## src/rtl/tag_cam_pkg.sv

```systemverilog
// ---------------------------------------------------------------------------
// tag_cam_pkg
// Shared constants and helper functions for the tag-match CAM.
//   TAG_W_DEF / DEPTH_DEF : default geometry
//   MAX_DEPTH / MAX_IDX_W : widest vector the helper functions accept
//   clog2()     : ceiling log2, used to validate IDX_W at elaboration
//   prio_enc()  : lowest set bit -> index (0 when the vector is empty)
//   multi_set() : true when two or more bits are set
// ---------------------------------------------------------------------------
package tag_cam_pkg;

    localparam int TAG_W_DEF = 3;
    localparam int DEPTH_DEF = 8;
    localparam int MAX_DEPTH = 64;
    localparam int MAX_IDX_W = 6;

    function automatic int clog2(input int n);
        int r;
        r = 0;
        for (int i = 0; i < 31; i++) begin
            if ((1 << i) < n) r = i + 1;
        end
        return r;
    endfunction

    // Scan from the top down so the last assignment is the lowest set bit.
    function automatic logic [MAX_IDX_W-1:0] prio_enc(input logic [MAX_DEPTH-1:0] v);
        logic [MAX_IDX_W-1:0] idx;
        idx = '0;
        for (int i = MAX_DEPTH - 1; i >= 0; i--) begin
            if (v[i]) idx = MAX_IDX_W'(i);
        end
        return idx;
    endfunction

    // Clearing the lowest set bit leaves something only if >= 2 bits were set.
    function automatic logic multi_set(input logic [MAX_DEPTH-1:0] v);
        return |(v & (v - MAX_DEPTH'(1)));
    endfunction

endpackage

```

## src/rtl/tag_eq_cmp.sv

```systemverilog
// ---------------------------------------------------------------------------
// tag_eq_cmp
// Combinational TAG_W-bit equality comparator: per-bit XNOR, AND-reduced.
//   a_i  [TAG_W] : stored tag
//   b_i  [TAG_W] : search key
//   eq_o         : 1 when a_i == b_i
// ---------------------------------------------------------------------------
module tag_eq_cmp #(
    parameter int TAG_W = 3
) (
    input  logic [TAG_W-1:0] a_i,
    input  logic [TAG_W-1:0] b_i,
    output logic             eq_o
);

    logic [TAG_W-1:0] bit_eq;

    assign bit_eq = ~(a_i ^ b_i);
    assign eq_o   = &bit_eq;

endmodule

```

## src/rtl/tag_cam_match.sv

```systemverilog
// ---------------------------------------------------------------------------
// tag_cam_match
// DEPTH-entry tag CAM with write / invalidate / flush and a registered
// parallel search returning hit, lowest-index hit, hit mask and multi-hit.
//
// Ports:
//   clk, rst_n            : clock, asynchronous active-low reset
//   wr_en/wr_idx/wr_tag   : write tag into entry, mark valid
//   inv_en/inv_idx        : clear valid bit of entry
//   flush                 : clear every valid bit
//   srch_en/srch_tag      : search request and key
//   rsp_valid             : srch_en delayed one cycle
//   hit/hit_idx/hit_vec/multi_hit : registered search result (0 when idle)
//
// Build option:
//   TAG_CAM_BYPASS_EN : forward a same-cycle write into the search
//                       (suppressed when flush is asserted).
// ---------------------------------------------------------------------------
module tag_cam_match
    import tag_cam_pkg::*;
#(
    parameter int TAG_W = TAG_W_DEF,
    parameter int DEPTH = DEPTH_DEF,
    parameter int IDX_W = 3
) (
    input  logic             clk,
    input  logic             rst_n,
    input  logic             wr_en,
    input  logic [IDX_W-1:0] wr_idx,
    input  logic [TAG_W-1:0] wr_tag,
    input  logic             inv_en,
    input  logic [IDX_W-1:0] inv_idx,
    input  logic             flush,
    input  logic             srch_en,
    input  logic [TAG_W-1:0] srch_tag,
    output logic             rsp_valid,
    output logic             hit,
    output logic [IDX_W-1:0] hit_idx,
    output logic [DEPTH-1:0] hit_vec,
    output logic             multi_hit
);

    // Geometry sanity checks at elaboration.
    if (IDX_W != clog2(DEPTH)) begin : g_bad_idx_w
        $error("tag_cam_match: IDX_W must equal clog2(DEPTH)");
    end
    if (DEPTH < 2 || DEPTH > MAX_DEPTH) begin : g_bad_depth
        $error("tag_cam_match: DEPTH must be in 2..64");
    end
    if (TAG_W < 1) begin : g_bad_tag_w
        $error("tag_cam_match: TAG_W must be >= 1");
    end

    // Storage.
    logic [DEPTH-1:0]            vld_q, vld_d;
    logic [DEPTH-1:0][TAG_W-1:0] tag_q, tag_d;

    // Per-entry decode and compare.
    logic [DEPTH-1:0]            wr_sel;
    logic [DEPTH-1:0]            inv_sel;
    logic [DEPTH-1:0]            cmp_vld;
    logic [DEPTH-1:0][TAG_W-1:0] cmp_tag;
    logic [DEPTH-1:0]            eq;
    logic [DEPTH-1:0]            match;

    // Output registers.
    logic             rsp_valid_q, rsp_valid_d;
    logic             hit_q, hit_d;
    logic [IDX_W-1:0] hit_idx_q, hit_idx_d;
    logic [DEPTH-1:0] hit_vec_q, hit_vec_d;
    logic             multi_hit_q, multi_hit_d;

    for (genvar i = 0; i < DEPTH; i++) begin : g_ent
        // Index compare against i only: an index >= DEPTH selects nothing,
        // so out-of-range writes/invalidates fall away naturally.
        assign wr_sel[i]  = wr_en  && (wr_idx  == IDX_W'(i));
        assign inv_sel[i] = inv_en && (inv_idx == IDX_W'(i));

`ifdef TAG_CAM_BYPASS_EN
        // Same-cycle write overrides stored state unless a flush kills it.
        logic fwd;
        assign fwd        = wr_sel[i] & ~flush;
        assign cmp_vld[i] = fwd | vld_q[i];
        assign cmp_tag[i] = fwd ? wr_tag : tag_q[i];
`else
        assign cmp_vld[i] = vld_q[i];
        assign cmp_tag[i] = tag_q[i];
`endif

        tag_eq_cmp #(
            .TAG_W (TAG_W)
        ) u_cmp (
            .a_i  (cmp_tag[i]),
            .b_i  (srch_tag),
            .eq_o (eq[i])
        );

        assign match[i] = cmp_vld[i] & eq[i];
    end

    // Storage next state: flush > write > invalidate. Flush leaves tags alone.
    always_comb begin
        vld_d = vld_q;
        tag_d = tag_q;
        for (int i = 0; i < DEPTH; i++) begin
            if (flush) begin
                vld_d[i] = 1'b0;
            end else if (wr_sel[i]) begin
                vld_d[i] = 1'b1;
                tag_d[i] = wr_tag;
            end else if (inv_sel[i]) begin
                vld_d[i] = 1'b0;
            end
        end
    end

    always_ff @(posedge clk or negedge rst_n) begin
        if (!rst_n) begin
            vld_q <= '0;
            tag_q <= '0;
        end else begin
            vld_q <= vld_d;
            tag_q <= tag_d;
        end
    end

    // Result is zeroed when no search was issued rather than held.
    always_comb begin
        rsp_valid_d = srch_en;
        hit_vec_d   = '0;
        hit_d       = 1'b0;
        hit_idx_d   = '0;
        multi_hit_d = 1'b0;
        if (srch_en) begin
            hit_vec_d   = match;
            hit_d       = |match;
            hit_idx_d   = IDX_W'(prio_enc(MAX_DEPTH'(match)));
            multi_hit_d = multi_set(MAX_DEPTH'(match));
        end
    end

    always_ff @(posedge clk or negedge rst_n) begin
        if (!rst_n) begin
            rsp_valid_q <= 1'b0;
            hit_q       <= 1'b0;
            hit_idx_q   <= '0;
            hit_vec_q   <= '0;
            multi_hit_q <= 1'b0;
        end else begin
            rsp_valid_q <= rsp_valid_d;
            hit_q       <= hit_d;
            hit_idx_q   <= hit_idx_d;
            hit_vec_q   <= hit_vec_d;
            multi_hit_q <= multi_hit_d;
        end
    end

    assign rsp_valid = rsp_valid_q;
    assign hit       = hit_q;
    assign hit_idx   = hit_idx_q;
    assign hit_vec   = hit_vec_q;
    assign multi_hit = multi_hit_q;

endmodule

```

## config.mk

```make
export PLATFORM = sky130hd
export DESIGN_NAME = tag_cam_match
export DESIGN_NICKNAME = d
export VERILOG_FILES = /design/src/rtl/tag_cam_pkg.sv /design/src/rtl/tag_eq_cmp.sv /design/src/rtl/tag_cam_match.sv
export SDC_FILE = /design/constraint.sdc
export NUM_CORES = 1
export LEC_CHECK = 0
export BUFFER_PORTS_ARGS = -buffer_cell sky130_fd_sc_hd__buf_4
export CORE_MARGIN = 10
export CORE_UTILIZATION = 43
export CTS_CLUSTER_DIAMETER = 100
export DETAILED_ROUTE_END_ITERATION = 10
export GPL_ROUTABILITY_DRIVEN = 0
export RECOVER_POWER = 25
export SLEW_MARGIN = 20
export SYNTH_ARGS = -nofsm -noshare
export SYNTH_HDL_FRONTEND = slang
export SYNTH_SLANG_ARGS = --single-unit
```

## constraint.sdc

```tcl
create_clock -name clk -period 1.8 [get_ports clk]
set_input_delay 0.09 -clock clk [delete_from_list [all_inputs] [get_ports clk]]
set_output_delay 0.09 -clock clk [all_outputs]
set_load 0.1 [all_outputs]
```

==> results_dict.tcl, run 1 <==
set metrics [dict create \
    syn_inst 172 \
    syn_area_um2 2160 \
    grtUsageMet1 0.142 \
    route.detailed.drc 0 \
    ys_seq_area_frac 0.533 \
    vdd_drop_max_mv 0.382 \
    critical_path.startpoint_type "register" \
    arrival_ns 1.75 \
    worstHoldPathType "input port to register" \
    io_pins 32 \
    cts_tree "done" \
    postRouteAntennaNets 0 \
    routedWlPerCell_um 17.3 \
    endpoint_kind "register" \
    finalWorstSetupSlack_ns 0.258 \
    drv_slew 0 \
    cp_slowest_cell "dfrtp_1" \
    critical_path.max_fanout 3 \
    grt_max_degree 47 \
    slew_headroom 0.268 \
    period_share 0.857 \
    io_buffers 31 \
    worstMarginPinSlew_ns 1.10 \
    synth_nets 190 \
    viasPerCell 5.20 \
    die_height_um 90.9 \
    nets 227 \
    netSwitchingPower_w 0.000660 \
    synth_area_leaders "dfrtp_1 53%, mux2_1 9.4%, xnor2_1 8.5%" \
    synth_seq_cells 46 \
    clock_sinks 46 \
    p_per_area_nw_per_um2 917 \
    die_w_um 90.9 \
    switching_share 0.283 \
    critPathKind "register to register" \
    setup-violations-final 0 \
    internal_power_w 0.00167 \
    num_antenna_cells 0 \
    grt-ovfl-total 0 \
    placed_area_um2 2450 \
    use_met2 0.201 \
    avgSynthCellArea_um2 12.6 \
    leakage_nw 1.14 \
    syn_to_final_growth_pct 17.7 \
    fin_area_um2 2540 \
    worstPathRequired_ns 2.01 \
    clock.fmax_mhz 649 \
    pwr-share-comb 0.195 \
    track_usage 0.120 \
    yosysWarningCount 0 \
    met3_usage 0.0391 \
    fin_crit_ns 1.54 \
    seqPwrFrac 0.542 \
    vias 1440 \
    clkPwrFrac 0.263 \
    grt.busiest_layer "met2" \
    cap_violations 0 \
    first_global_vias 1548 \
    clkLatencyLatePin_ns 0.29 \
    drive_gt1_frac 0.276 \
    htree_levels 2 \
    placementRows 25 \
    cts_buffers 5 \
    coreArea_um2 4790 \
    synthDistinctLibCells 36 \
    die-area_um2 8260 \
    max_stage_delay_ns 0.40 \
    totalWireLength_um 4790 \
    hold_viol_final 0 \
    clockBufferDepth 2 \
    first_iter_violations 44 \
    cts-root-buf "clkbuf_8" \
    post_cts_buffers 0 \
    synth_top_area_frac 0.533 \
    whs_ns 0.103 \
    finalClockSkew_ns 0.0115 \
    start_util 0.452 \
    grt_pass1_wl_um 8000 \
    first_pass_iters 4 \
    fin_tns_setup_ns 0 \
    hpwlAfterDp_um 3550 \
    yosys.area.top_type "dfrtp_1" \
    preCtsSetupSlack_ns 0.287 \
    rsz0062_at_grt "false" \
    path_cells "xnor2_1 -> and4_4 -> a21oi_2 -> maj3_2 -> a211oi_2" \
    antenna_found_initial 0 \
    status "completed" \
    fillers 449 \
    clk_pin_slew_ns 0.09 \
]
[routing by layer]
| metal | part of all wire | routed length [µm] | up-vias |
|---|---|---|---|
| met5 | 0 | 0 | - |
| met4 | 0.013 | 61 | 0 |
| met3 | 0.056 | 269 | 7 |
| met2 | 0.48 | 2280 | 33 |
| met1 | 0.46 | 2180 | 706 |
| li1 | - | - | 694 |
[critical path, delay by kind of cell, from the launching register on]
family,cells,cell delay [ns]
DFF,1,0.40
and+or+nand+nor,1,0.27
AOI/OAI and AO/OA,2,0.26
adders and majority gates,1,0.31
xor gates and xnor gates,1,0.21
[Yosys cell counts, drive strengths merged]
cell    instances
mux2           24
and4            4
o311ai          4
a31o            4
nor2           11
or3             1
inv             4
nor3b           3
a31oi           1
xnor2          24
maj3            1
nand2           9
nor2b           2
buf             3
and2            1
o211ai          2
dfrtp          46
o21ai           2
a21oi           3
a41oi           1
a211oi          1
nand2b          1
clkbuf          1
nand4b          2
nand3           1
nor3            2
nand3b          2
nand4          11
nor4            1
[flip-flops by register name, indices dropped and copies added (netlist names)]
| signal | flops |
|---|---|
| multi_hit | 1 |
| hit_idx | 3 |
| cmp_vld | 8 |
| hit | 1 |
| hit_vec | 8 |
| rsp_valid | 1 |
| cmp_tag | 24 |
[stage by stage]
step / power [W] / std cells / util
finish: 0.00233 / 277 / 0.532
CTS: 0.00237 / 277 / 0.534
detailed placement: 0.00175 / 267 / 0.511
floorplan: 0.00161 / 172 / -
global placement: 0.00172 / 267 / 0.511
global route: 0.00247 / 277 / 0.532
[cells in the final DEF (no fill, tap or decap), types with 3 or more instances in the layout]
cell type  instances
inv_1              3
buf_4             27
a31o_2             4
clkbuf_1           3
dfrtp_1           46
nor2_1            11
o311ai_0           4
nand4_1           11
xnor2_1           21
mux2_2             6
clkbuf_8           5
mux2_1            18
xnor2_2            3
nand2_1            9
[power groups by stage]
| stage | logic (W) | clock network (W) | registers, W |
|---|---|---|---|
| 2_1_floorplan | 0.000297 | 0 | 0.00131 |
| 3_3_place_gp | 0.000445 | 0 | 0.00128 |
| 3_5_place_dp | 0.000459 | 0 | 0.00129 |
| 4_1_cts | 0.000464 | 0.000639 | 0.00127 |
| 5_1_grt | 0.000504 | 0.000681 | 0.00129 |
| 6_report | 0.000455 | 0.000613 | 0.00126 |
[logic make-up after synthesis]
| family | share of synthesized area |
|---|---|
| fa+ha+maj | 0.00521 |
| xor+xnor | 0.108 |
| compound gates | 0.0654 |
| simple gates | 0.140 |
| buf+inv | 0.0243 |
| mux | 0.125 |
| flops | 0.533 |
[cell type report]
| cell class | instances | area [µm²] | share of cell area |
|---|---|---|---|
| multi-input combinational | 118 | 957 | 0.376 |
| clock inverter | 3 | 21.3 | 0.00836 |
| sequential | 46 | 1150 | 0.453 |
| tap | 67 | 83.8 | 0.0330 |
| inverter | 4 | 15.0 | 0.00590 |
| timing repair buffer | 34 | 246 | 0.0969 |
| clock buffer | 5 | 68.8 | 0.0271 |
[worst paths after layout]
check,start,end,slack (ns),depth (start not counted)
min in group asynchronous,rst_n,hit_vec[5],0.55,2
worst min register to register,cmp_tag[11],cmp_tag[11],0.52,1
worst max-delay path,cmp_tag[4],multi_hit,0.26,5
worst min-delay path,wr_tag[2],cmp_tag[5],0.10,2
max in group asynchronous,rst_n,cmp_vld[7],0.59,2
worst max register to register,cmp_tag[4],multi_hit,0.26,5
[repair_timing]
item	in CTS	in global routing
hold endpoints to repair	47	0
gates resized for setup	0	0
hold buffers	2	0
(Power assumes the default switching activity.)
==> run 2: changes to the inputs <==
- CORE_ASPECT_RATIO: not set -> 1.5
- MAX_ROUTING_LAYER: not set -> met4
- PLACE_DENSITY: not set -> 0.65
- clock period: 1.8 -> 1.2 ns (I/O delays scaled with it)
==> run 2 against run 1 <==
Compared with the run above: the flow now finishes with violations (negative setup slack); largest power group unchanged; via count up 12%; setup slack worse by 0.52 ns; largest cell class unchanged; clock power up 81%; highest routed layer unchanged; critical endpoint unchanged; final area up 12%.
==> results_dict.tcl, run 2 (synthesis results as in run 1) <==
set metrics [dict create \
    clkLatencyLatePin_ns 0.30 \
    worstHoldStart "wr_tag[1]" \
    violations "negative setup slack" \
    met3_usage 0.0301 \
    nets 254 \
    max_stage_delay_ns 0.40 \
    first_global_vias 1806 \
    clock.fmax_mhz 684 \
    multi_input_area_um2 1030 \
    finalWorstSetupSlack_ns -0.263 \
    die_height_um 107 \
    finalClockSkew_ns 0.00486 \
    cts_tree "done" \
    grt.busiest_layer "met2" \
    endpoint_kind "register" \
    hold_viol_final 0 \
    fin_total_pwr_w 0.00382 \
    track_usage 0.132 \
    antenna_found_initial 0 \
    grt_max_degree 47 \
    totalWireLength_um 4980 \
    crit_buf_inv 0 \
    fin_crit_ns 1.46 \
    vdd_drop_max_mv 0.812 \
    mostFrequentLayoutCell "buf_4" \
    fillers 403 \
    leakage_nw 1.33 \
    r2r_slack_ns -0.26 \
    syn_to_final_growth_pct 31.4 \
    path_cells "xnor2_1 -> and4_4 -> nor2_1 -> maj3_2 -> a211oi_2" \
    preCtsSetupSlack_ns -0.276 \
    crit_family "flip-flops" \
    grtUsageMet1 0.132 \
    dp.cells 287 \
    clock_sinks 46 \
    clk_pin_slew_ns 0.08 \
    placed_area_um2 2610 \
    io_pins 32 \
    io_buffers 31 \
    seq_area_um2 1150 \
    routedWlPerCell_um 16.4 \
    status "finished with violations" \
    hpwlAfterDp_um 3690 \
    grt_pass1_wl_um 8630 \
    coreArea_um2 4850 \
    critical_path.startpoint_type "register" \
    grt-ovfl-total 0 \
    first_iter_violations 54 \
    stdcell_count 303 \
    arrival_ns 1.68 \
    cts-root-buf "clkbuf_8" \
    worstPathRequired_ns 1.41 \
    r2r-start "cmp_tag[3]" \
    setup-violations-final 6 \
    first_pass_iters 4 \
    utilization 0.586 \
    critPathKind "register to register" \
    use_met2 0.233 \
    rr_worst_depth 5 \
    p_per_area_nw_per_um2 1340 \
    cts_buffers 5 \
    worstHoldPathType "input port to register" \
    htree_levels 2 \
    cp_slowest_cell "dfrtp_1" \
    placementRows 31 \
    cp-startpoint "cmp_tag[3]" \
    cap_violations 0 \
    die-area_um2 8320 \
    viasPerCell 5.33 \
    start_util 0.446 \
    final_cell_mix "57 x buf_4, 46 x dfrtp_1, 18 x mux2_1, 15 x xnor2_1" \
    reg2reg_to "multi_hit" \
    hold_depth 2 \
    die_w_um 77.9 \
    period_share 1.22 \
    largest_reg_flops 24 \
    min_to "cmp_tag[7]" \
    postRouteAntennaNets 0 \
    num_antenna_cells 0 \
    clockBufferDepth 2 \
    rsz0062_at_grt "true" \
    drive_gt1_frac 0.409 \
    drv_slew 0 \
    fin_area_um2 2840 \
    slew_headroom 0.590 \
    critical_path.max_fanout 3 \
    vias 1616 \
    worstMarginPinSlew_ns 0.615 \
    route.detailed.drc 0 \
]
==> run 2: worst max path at each step <==
stage	to	slack, ns	cells past startpoint
global route	multi_hit	-0.36	5
detailed placement	multi_hit	-0.28	5
floorplan	multi_hit	-0.18	5
CTS	multi_hit	-0.26	5
global placement	multi_hit	-0.21	5
finish	multi_hit	-0.26	5
==> run 2: area by class of cell <==
type	instances	share of cell area
Clock buffer	7	0.0269
Clock inverter	1	0.0106
Inverter	4	0.00529
Multi-Input combinational cell	118	0.361
Sequential cell	46	0.405
Tap cell	66	0.0291
Timing Repair Buffer	61	0.162
==> run 2: per-stage QoR <==
| stage | hold WS (ns) | TNS (ns) |
|---|---|---|
| 6_report | 0.0728 | -1.01 |
| 2_1_floorplan | -0.236 | -0.229 |
| 3_3_place_gp | 0.0771 | -0.940 |
| 4_1_cts | 0.0766 | -0.978 |
| 3_5_place_dp | 0.0935 | -1.70 |
| 5_1_grt | 0.0730 | -1.90 |
==> run 2: report_power, final <==
part	switching (W)	internal, W
clock network	0.000487	0.000623
registers	0.000158	0.00176
logic	0.000359	0.000434
total	0.00100	0.00281
==> run 2: layer usage <==
metal / wire length (µm) / up-vias / share of wire
met5: 0 / - / 0
met4: 104 / 0 / 0.021
met3: 267 / 14 / 0.054
met2: 2610 / 45 / 0.52
met1: 2000 / 807 / 0.40
li1: - / 750 / -
==> run 2: what timing repair did <==
action	in CTS	in global routing
hold buffers	2	0
endpoints found under the hold margin	47	0
resized for setup	5	6
endpoints found under the setup margin	5	9
setup buffers	4	3
pin swaps	12	6
gates cloned	0	0
